[config.mk]
export PLATFORM = sky130hd
export DESIGN_NAME = alu_issue_sched
export DESIGN_NICKNAME = d
export VERILOG_FILES = /design/src/rtl/alu_sched_pkg.sv /design/src/rtl/rr_arbiter2.sv /design/src/rtl/alu_issue_sched.sv
export SDC_FILE = /design/constraint.sdc
export NUM_CORES = 1
export LEC_CHECK = 0
export BUFFER_PORTS_ARGS = -buffer_cell sky130_fd_sc_hd__clkbuf_2
export CORE_UTILIZATION = 45
export DETAILED_ROUTE_END_ITERATION = 16
export PLACE_DENSITY = 0.81
export SLEW_MARGIN = 0
export SYNTH_ARGS = -nofsm -noshare
export SYNTH_HDL_FRONTEND = slang
export SYNTH_HIERARCHICAL = 1
export SYNTH_SLANG_ARGS = --single-unit
[constraint.sdc]
create_clock -name clk -period 2.1 [get_ports clk]
set_input_delay 0.21 -clock clk [delete_from_list [all_inputs] [get_ports clk]]
set_output_delay 0.21 -clock clk [all_outputs]
set_load 0.01 [all_outputs]
[src/rtl/alu_sched_pkg.sv]
// Shared types and constants for the two-slot ALU issue scheduler.
package alu_sched_pkg;

    typedef enum logic [1:0] {
        IDLE = 2'd0,
        EXEC = 2'd1,
        DONE = 2'd2
    } state_e;

    // Bit positions inside the one-hot ALU control word
    localparam int ADD = 0;
    localparam int SUB = 3;
    localparam int MUL = 4;
    localparam int CMP = 5;
    localparam int OR  = 7;
    localparam int AND = 8;
    localparam int LSL = 10;
    localparam int LSR = 11;

    localparam int DEF_MUL_CYCLES = 3;
    localparam int DEF_ALU_LAT    = 1;

    localparam int CTL_W  = 12;
    localparam int DATA_W = 16;
    localparam int IMM_W  = 5;

endpackage

[src/rtl/rr_arbiter2.sv]
// Two-requester round-robin grant: the pointer only matters when both slots request.
module rr_arbiter2 (
    input  logic [1:0] req,
    input  logic       rr,
    output logic [1:0] grant
);

    always_comb begin
        grant = req;
        if (req == 2'b11) begin
            grant = rr ? 2'b10 : 2'b01;
        end
    end

endmodule

[src/rtl/alu_issue_sched.sv]
// Arbitrates two issue slots onto one shared multi-cycle ALU and returns
// each result through a valid/ready handshake tagged with its slot.
module alu_issue_sched
    import alu_sched_pkg::*;
#(
    parameter int MUL_CYCLES = DEF_MUL_CYCLES,
    parameter int ALU_LAT    = DEF_ALU_LAT
) (
    input  logic                  clk,
    input  logic                  rst_n,
    input  logic [1:0]            req_valid,
    output logic [1:0]            req_ready,
    input  logic [2*CTL_W-1:0]    req_alusignals,
    input  logic [2*DATA_W-1:0]   req_op1,
    input  logic [2*DATA_W-1:0]   req_op2,
    input  logic [2*IMM_W-1:0]    req_immx,
    input  logic [1:0]            req_isimmediate,
    input  logic [2*DATA_W-1:0]   req_instr,
    output logic [CTL_W-1:0]      alu_alusignals,
    output logic [DATA_W-1:0]     alu_op1,
    output logic [DATA_W-1:0]     alu_op2,
    output logic [DATA_W-1:0]     alu_instr,
    output logic [IMM_W-1:0]      alu_immx,
    output logic                  alu_isimmediate,
    input  logic [DATA_W-1:0]     alu_result,
    input  logic [DATA_W-1:0]     alu_instrout,
    output logic                  res_valid,
    input  logic                  res_ready,
    output logic [DATA_W-1:0]     res_data,
    output logic [DATA_W-1:0]     res_instr,
    output logic                  res_slot,
    output logic                  busy
);

    localparam int LAT_MAX = (MUL_CYCLES > ALU_LAT) ? MUL_CYCLES : ALU_LAT;
    localparam int CNT_W   = (LAT_MAX > 1) ? $clog2(LAT_MAX) : 1;

    state_e              state_q, state_d;
    logic                rr_q, rr_d;
    logic [CNT_W-1:0]    cnt_q, cnt_d;
    logic                launch_q, launch_d;
    logic [CTL_W-1:0]    ctl_q, ctl_d;
    logic [DATA_W-1:0]   op1_q, op1_d;
    logic [DATA_W-1:0]   op2_q, op2_d;
    logic [DATA_W-1:0]   instr_q, instr_d;
    logic [IMM_W-1:0]    immx_q, immx_d;
    logic                isimm_q, isimm_d;
    logic                slot_q, slot_d;
    logic                res_valid_q, res_valid_d;
    logic [DATA_W-1:0]   res_data_q, res_data_d;
    logic [DATA_W-1:0]   res_instr_q, res_instr_d;
    logic                res_slot_q, res_slot_d;

    logic [1:0]          grant;
    logic                can_accept;
    logic                accept;
    logic                gslot;
    logic [CTL_W-1:0]    sel_ctl;

    rr_arbiter2 u_arb (
        .req   (req_valid),
        .rr    (rr_q),
        .grant (grant)
    );

    assign can_accept = (state_q == IDLE) || ((state_q == DONE) && res_ready);
    assign req_ready  = (rst_n && can_accept) ? grant : 2'b00;
    assign accept     = |req_ready;
    assign gslot      = grant[1];
    assign sel_ctl    = gslot ? req_alusignals[2*CTL_W-1:CTL_W] : req_alusignals[CTL_W-1:0];

    // launch_q marks the first EXEC cycle, in which the ALU only receives
    // its operands; the latency countdown starts on the following cycle.
    always_comb begin
        state_d     = state_q;
        rr_d        = rr_q;
        cnt_d       = cnt_q;
        launch_d    = launch_q;
        ctl_d       = ctl_q;
        op1_d       = op1_q;
        op2_d       = op2_q;
        instr_d     = instr_q;
        immx_d      = immx_q;
        isimm_d     = isimm_q;
        slot_d      = slot_q;
        res_valid_d = res_valid_q;
        res_data_d  = res_data_q;
        res_instr_d = res_instr_q;
        res_slot_d  = res_slot_q;

        case (state_q)
            IDLE: ;
            EXEC: begin
                if (launch_q) begin
                    launch_d = 1'b0;
                end else if (cnt_q == '0) begin
                    res_data_d  = alu_result;
                    res_instr_d = alu_instrout;
                    res_slot_d  = slot_q;
                    res_valid_d = 1'b1;
                    state_d     = DONE;
                end else begin
                    cnt_d = cnt_q - 1'b1;
                end
            end
            DONE: begin
                if (res_ready) begin
                    res_valid_d = 1'b0;
                    state_d     = IDLE;
                end
            end
            default: state_d = IDLE;
        endcase

        if (accept) begin
            state_d  = EXEC;
            rr_d     = ~gslot;
            slot_d   = gslot;
            launch_d = 1'b1;
            ctl_d    = sel_ctl;
            op1_d    = gslot ? req_op1[2*DATA_W-1:DATA_W]   : req_op1[DATA_W-1:0];
            op2_d    = gslot ? req_op2[2*DATA_W-1:DATA_W]   : req_op2[DATA_W-1:0];
            instr_d  = gslot ? req_instr[2*DATA_W-1:DATA_W] : req_instr[DATA_W-1:0];
            immx_d   = gslot ? req_immx[2*IMM_W-1:IMM_W]    : req_immx[IMM_W-1:0];
            isimm_d  = req_isimmediate[gslot];
            cnt_d    = sel_ctl[MUL] ? CNT_W'(MUL_CYCLES - 1) : CNT_W'(ALU_LAT - 1);
        end
    end

    always_ff @(posedge clk or negedge rst_n) begin
        if (!rst_n) begin
            state_q     <= IDLE;
            rr_q        <= 1'b0;
            cnt_q       <= '0;
            launch_q    <= 1'b0;
            ctl_q       <= '0;
            op1_q       <= '0;
            op2_q       <= '0;
            instr_q     <= '0;
            immx_q      <= '0;
            isimm_q     <= 1'b0;
            slot_q      <= 1'b0;
            res_valid_q <= 1'b0;
            res_data_q  <= '0;
            res_instr_q <= '0;
            res_slot_q  <= 1'b0;
        end else begin
            state_q     <= state_d;
            rr_q        <= rr_d;
            cnt_q       <= cnt_d;
            launch_q    <= launch_d;
            ctl_q       <= ctl_d;
            op1_q       <= op1_d;
            op2_q       <= op2_d;
            instr_q     <= instr_d;
            immx_q      <= immx_d;
            isimm_q     <= isimm_d;
            slot_q      <= slot_d;
            res_valid_q <= res_valid_d;
            res_data_q  <= res_data_d;
            res_instr_q <= res_instr_d;
            res_slot_q  <= res_slot_d;
        end
    end

    assign alu_alusignals  = (state_q == EXEC) ? ctl_q : '0;
    assign alu_op1         = op1_q;
    assign alu_op2         = op2_q;
    assign alu_instr       = instr_q;
    assign alu_immx        = immx_q;
    assign alu_isimmediate = isimm_q;
    assign res_valid       = res_valid_q;
    assign res_data        = res_data_q;
    assign res_instr       = res_instr_q;
    assign res_slot        = res_slot_q;
    assign busy            = (state_q != IDLE);

endmodule

# After elaboration in Yosys (flattened, before gate mapping)
# Cells that the tools add are included.
dict set report op_classes {
  addsub 1
  magnitude_cmp 1
  eq_ne 12
  mux 27
  n_bitwise 2
  reduce_logical 13
}
# operator count
set op_table {}
lappend op_table {{two-way mux 16 bit} 3}
lappend op_table {{two-way mux 12 bit} 2}
lappend op_table {{two-way mux 2 bit} 12}
lappend op_table {{inequality test 2 bit, second input constant} 5}
lappend op_table {{inequality test 3 bit, second input constant} 3}
lappend op_table {{AND reduction 4 bit} 2}
lappend op_table {{two-way mux 1 bit} 7}
lappend op_table {{one-hot mux 2 bit (3 select lines)} 1}
lappend op_table {{AND reduction 3 bit} 2}
lappend op_table {{nonzero test 2 bit} 3}
lappend op_table {{two-way mux 5 bit} 1}
lappend op_table {{== test 2 bit, second input constant} 2}
lappend op_table {{zero test 2 bit} 2}
lappend op_table {{== test 2 x 1 -> 1 bit, second input constant} 1}
lappend op_table {{logical AND 1 bit} 2}
lappend op_table {{< comparator 1 x 2 -> 1 bit, second input constant} 1}
lappend op_table {{inequality test 2 x 1 -> 1 bit, second input constant} 1}
lappend op_table {{inverter 1 bit} 2}
lappend op_table {{one-hot mux 1 bit (2 select lines)} 1}
lappend op_table {{OR reduction 2 bit} 1}
lappend op_table {{subtractor 2 x 1 -> 2 bit, second input constant} 1}
lappend op_table {{logical OR 1 bit} 1}
dict set report word_totals {
  reg_bits 107
  inputBits 169
  out_inout_bits 103
  word_cells 71
}

# Depth between registers and ports, before layout
dict set report depth {
  depth_word 8
  mapped_depth 8
  depth_no_buf 5
}

# Hierarchy
# The synthesis kept the hierarchy.
# mod instances cells_per_inst area_each_um2 seq_area_each_um2
set modules_own_cells {}
lappend modules_own_cells {alu_issue_sched 1 396 4879.7 2677.6}
lappend modules_own_cells {rr_arbiter2 1 3 18.8 0.0}

# Least setup slack after synthesis
# OpenSTA, ideal clock, no wires.
dict set report synth_timing {
  path_kind {register -> register}
  start {register rr_q}
  end {register immx_q[0], in the netlist alu_immx[0]}
  setup_time_ns 0.126
  arrival_time_ns 1.593
  required_time_ns 1.974
  setup_slack_ns 0.381
  path_stages_with_launch 8
  path_buffers 2
  synth_period_minus_slack_ns 1.719
  cell_sequence {dfrtp_1 > inv_1 > a21boi_1 > or2_1 > buf_4 > nand3_2 > buf_2 > a221o_1}
}
dict set report synth_via {
  elab_chain_cells 4
  elab_cells_between_ends 5
  classes_between {mux (4); reduce/logical (1)}
}
# item line_no
set synth_lines {}
lappend synth_lines {{from (decl)} alu_issue_sched.sv:39} ;# logic rr_q, rr_d;
lappend synth_lines {{from (signal assigned)} alu_issue_sched.sv:149} ;# rr_q <= rr_d;
lappend synth_lines {{two-way mux 2 bit *} rr_arbiter2.sv:11} ;# grant = rr ? 2'b10 : 2'b01;
lappend synth_lines {{two-way mux 2 bit *} rr_arbiter2.sv:10} ;# if (req == 2'b11) begin
lappend synth_lines {{named net grant[1]} alu_issue_sched.sv:54} ;# logic [1:0] grant;
lappend synth_lines {{two-way mux 2 bit} alu_issue_sched.sv:67} ;# assign req_ready = (rst_n && can_accept) ? grant : 2'b00;
lappend synth_lines {{OR reduction 2 bit} alu_issue_sched.sv:68} ;# assign accept = |req_ready;
lappend synth_lines {{to (signal assigned)} alu_issue_sched.sv:156} ;# immx_q <= immx_d;
lappend synth_lines {{to (decl)} alu_issue_sched.sv:46} ;# logic [IMM_W-1:0] immx_q, immx_d;
# The timed path passes the listed nets; every way through them passes the cells marked *.
# A chain may end at the register's enable or synchronous reset.

# Final worst setup path
dict set report layout_timing {
  start {input rst_n}
  end {output req_ready[0]}
}
dict set report layout_via {
  elab_chain_cells 2
}
# item line_no
set layout_lines {}
lappend layout_lines {{from (decl)} alu_issue_sched.sv:10} ;# input logic rst_n,
lappend layout_lines {{logical AND 1 bit} alu_issue_sched.sv:67}
lappend layout_lines {{two-way mux 2 bit} alu_issue_sched.sv:67}
lappend layout_lines {{to (decl)} alu_issue_sched.sv:12} ;# output logic [1:0] req_ready,
# Every way passes these cells.

==> results.md <==
- Status: complete, no violations
- Synthesized cell area: 4900 µm²
- Seq/Total Area, Yosys: 54.7%
- Total wire length: 13.8 mm
- Reg2reg end: alu_instr[4]$_DFFE_PN0P_
- Synth unique cells: 36
- WHS: 0.0657 ns
- First-pass GRT wire length: 21.2 mm
- Min Tclk post-route: 1.98 ns
- Pwr/cell area: 1350 nW/µm²
- CP peak stage delay: 0.55 ns
- Clk sink count: 107
- Combinational share of power: 44.9%
- Core area: 10,400 µm²
- Slew HR: 44.8%
- GRT busiest layer: met2
- CP endpoint kind: primary output
- First-pass DRT Iterations: 4
- Worst-Skew Late Latency: 0.37 ns
- DR vias/cell: 5.56
- GRT overflow: 0
- NetSw: 3.45 mW
- Die height: 106 µm
- Worst Hold Path EP: res_data[11]$_DFFE_PN0P_
- M2 GR Usage: 42.8%
- # port buffers: 271
- Hold Fails Final Rpt: 0
- Area share of the largest cell type after synthesis: 54.7%
- # diodes: 0
- Fin. max-slew vios: 0
- Maximum fanout along the worst path: 19
- Required @ worst endpoint: 1.89 ns
- RSZ-0062 raised after global routing: false
- CTS Root Cell: clkbuf_8
- Global routing usage on met3: 4.72%
- Mapped Cells: 399
- Fmax achieved: 505 MHz
- Largest net degree at the start of global routing: 70
- Setup TNS: 0 ns
- GP Congestion: 0.804
- CTS tree: done
- CTS Buf Count: 9
- Ranking of synthesized cells by area: dfrtp_1 (55%), mux2_2 (7.6%), mux2i_1 (6.9%)
- Clock power share: 13.9%
- Primary FF master, synth: dfrtp_1
- Worst hold path cell count: 2
- Final setup violation count: 0
- Post-synth top area cell: dfrtp_1
- Crit-path cells: dlygate4sd3_1 > buf_4 > nor2b_4 > buf_4 > and3_1 > clkbuf_2
- Share of cells above drive strength 1: 51.8%
- Number of global-route vias before repair: 4,362
- Die Span X: 106 µm
- Crit start category: input pin
- ANT nets after route: 0
- Fraction of registers with async set/reset: 100%
- Synthesis warning total: 6
- Tcrit/Tclk final: 94.2%
- CTS H-tree lvls: 3
- Post-synth EDFFs: 0
- Clock tree buffer depth: 2
- Avg Synthesized Cell Area: 12.3 µm²
- Reg2reg path depth: 6
- RR Startpoint: rr_q$_DFFE_PN0P_
- Kind of critical path: in2out
- Nets: 827
- HP Class: in2reg
- Row Count: 37
- Routed wire per std cell: 17.3 µm
- Slowest CP cell: dlygate4sd3_1
- Final setup margin: 0.121 ns
- Worst hold start: alu_result[11]
- Residual DRC count: 0
- Switching Share: 38.5%
- Dpl ws: 0.437 ns
- Initial antenna violation count: 0
- Die ar.: 11,300 µm²
- FF-to-FF setup slack: 0.37 ns
- # IOs: 272
- Tightest Pin Transition: 0.828 ns
- Placed wire-length estimate: 9.97 mm
- Leak: 3.37 nW
- Worst path most repeated cell: buf_4
- CP arrival: 1.77 ns
- Worst VDD drop: 0.703 mV
- Seq cells post-synth: 107
- Routing usage on met1: 28.3%
- Via count: 4,439
- Initial drt markers: 193
- Synth-to-Final Area Change: 35.5%
- Max-Cap Viols: 0
- Starting density of the core: 47.0%
- Fin Clk Skew: 0.0140 ns
- Seq pwr share: 41.2%
- Total power: 8.96 mW
- Clock transition at the registers of the reported paths: 0.11 ns
- Internal: 5.51 mW
- Syn nets: 569
- Gr usage total: 23.9%
-- Yosys cell counts (all sizes together) (2+ instances only) --
master	count
a21boi	2
a21oi	34
a221o	31
a31oi	34
and2	13
and3	2
and4	31
buf	25
clkbuf	17
dfrtp	107
inv	6
mux2	33
mux2i	34
nand2	3
nand2b	4
nand3	2
nor2b	4
nor4b	2
o21ai	2
or2	2
-- critical path, delay by kind of cell --
kind	cells	cell delay, ns
and+or+nand+nor	2	0.44
buffers and inverters	4	1.11
-- layout by cell type, fill, tap and decap left out, types with 2 or more instances in the layout --
master / n
nand2b_1: 3
inv_1: 6
clkbuf_2: 270
a31oi_1: 34
and2_1: 13
clkbuf_8: 10
a21oi_1: 34
clkinv_4: 2
inv_8: 2
dfrtp_1: 107
o21ai_0: 2
mux2_2: 33
nor2b_1: 3
mux2i_1: 34
and4_1: 31
a221o_1: 31
and3_1: 2
nand2_1: 3
buf_12: 2
buf_4: 14
-- power groups by stage --
stage               Sequential, mW  Clock (mW)  Combinational, mW
floorplan                     3.99           0               2.02
global placement              3.67           0               3.90
detailed placement            3.71           0               4.06
CTS                           3.69        1.28               4.05
global route                  3.80        1.35               4.37
finish                        3.69        1.25               4.02
-- through the flow --
stage	cells	utilization [%]	area, µm²
floorplan	399	-	4900
CTS	797	63.5	6620
global route	798	63.7	6640
detailed placement	780	61.6	6410
finish	798	63.7	6640
global placement	780	61.6	6410
-- how the worst max path moves through the flow --
stage / from / end / slack, ns
after floorplan: rr_q$_DFFE_PN0P_ / alu_immx[0]$_DFFE_PN0P_ / 0.38
after global placement: rr_q$_DFFE_PN0P_ / cnt_q[1]$_DFFE_PN0P_ / 0.45
after detailed placement: rr_q$_DFFE_PN0P_ / alu_isimmediate$_DFFE_PN0P_ / 0.44
after CTS: rr_q$_DFFE_PN0P_ / req_ready[1] / 0.09
after global routing: rr_q$_DFFE_PN0P_ / req_ready[1] / 0.02
final: rst_n / req_ready[0] / 0.12
-- cell families (layout without fill, tap and decap cells) --
logic type / after synthesis / after routing / share of synthesized area, %
adder cells (fa/ha/maj): 1 / 1 / 0.255
buffers and inverters: 48 / 311 / 4.55
multiplexers: 67 / 67 / 14.5
XOR/XNOR: 1 / 1 / 0.179
flip-flops: 107 / 107 / 54.7
AO/OA/AOI/OAI: 110 / 110 / 15.8
AND/OR/NAND/NOR: 65 / 65 / 9.99
-- metal layers --
metal  vias up  share of wire (%)  wire length [µm]
li1       2043                  -                 -
met1      2155                 40              5480
met2       217                 52              7170
met3        24                6.5               892
met4         0                1.8               242
met5         -                  0                 0
-- final cells by class --
class,count,area (µm²)
clock buffers,10,138
clock inverters,6,56.3
fillers,859,3780
inverters,6,22.5
multi-input cells,244,2030
flip-flops and latches,107,2680
well taps,136,170
repair buffers,289,1540
-- what timing repair did --
item / in CTS / in global routing
buffers inserted: 0 / 0
hold buffers: 1 / 0
endpoints found under the setup margin: 0 / 1
endpoints found under the hold margin: 40 / 0
gates resized for setup: 0 / 1
-- registers in the layout (all words and copies together) (netlist names) --
signal / flops
alu_op2: 16
res_slot: 1
alu_op1: 16
res_instr: 16
rr_q: 1
state_q: 2
res_data: 16
alu_instr: 16
cnt_q: 2
launch_q: 1
slot_q: 1
ctl_q: 12
res_valid: 1
alu_isimmediate: 1
alu_immx: 5
No activity file was read; power rests on OpenSTA's default activity.
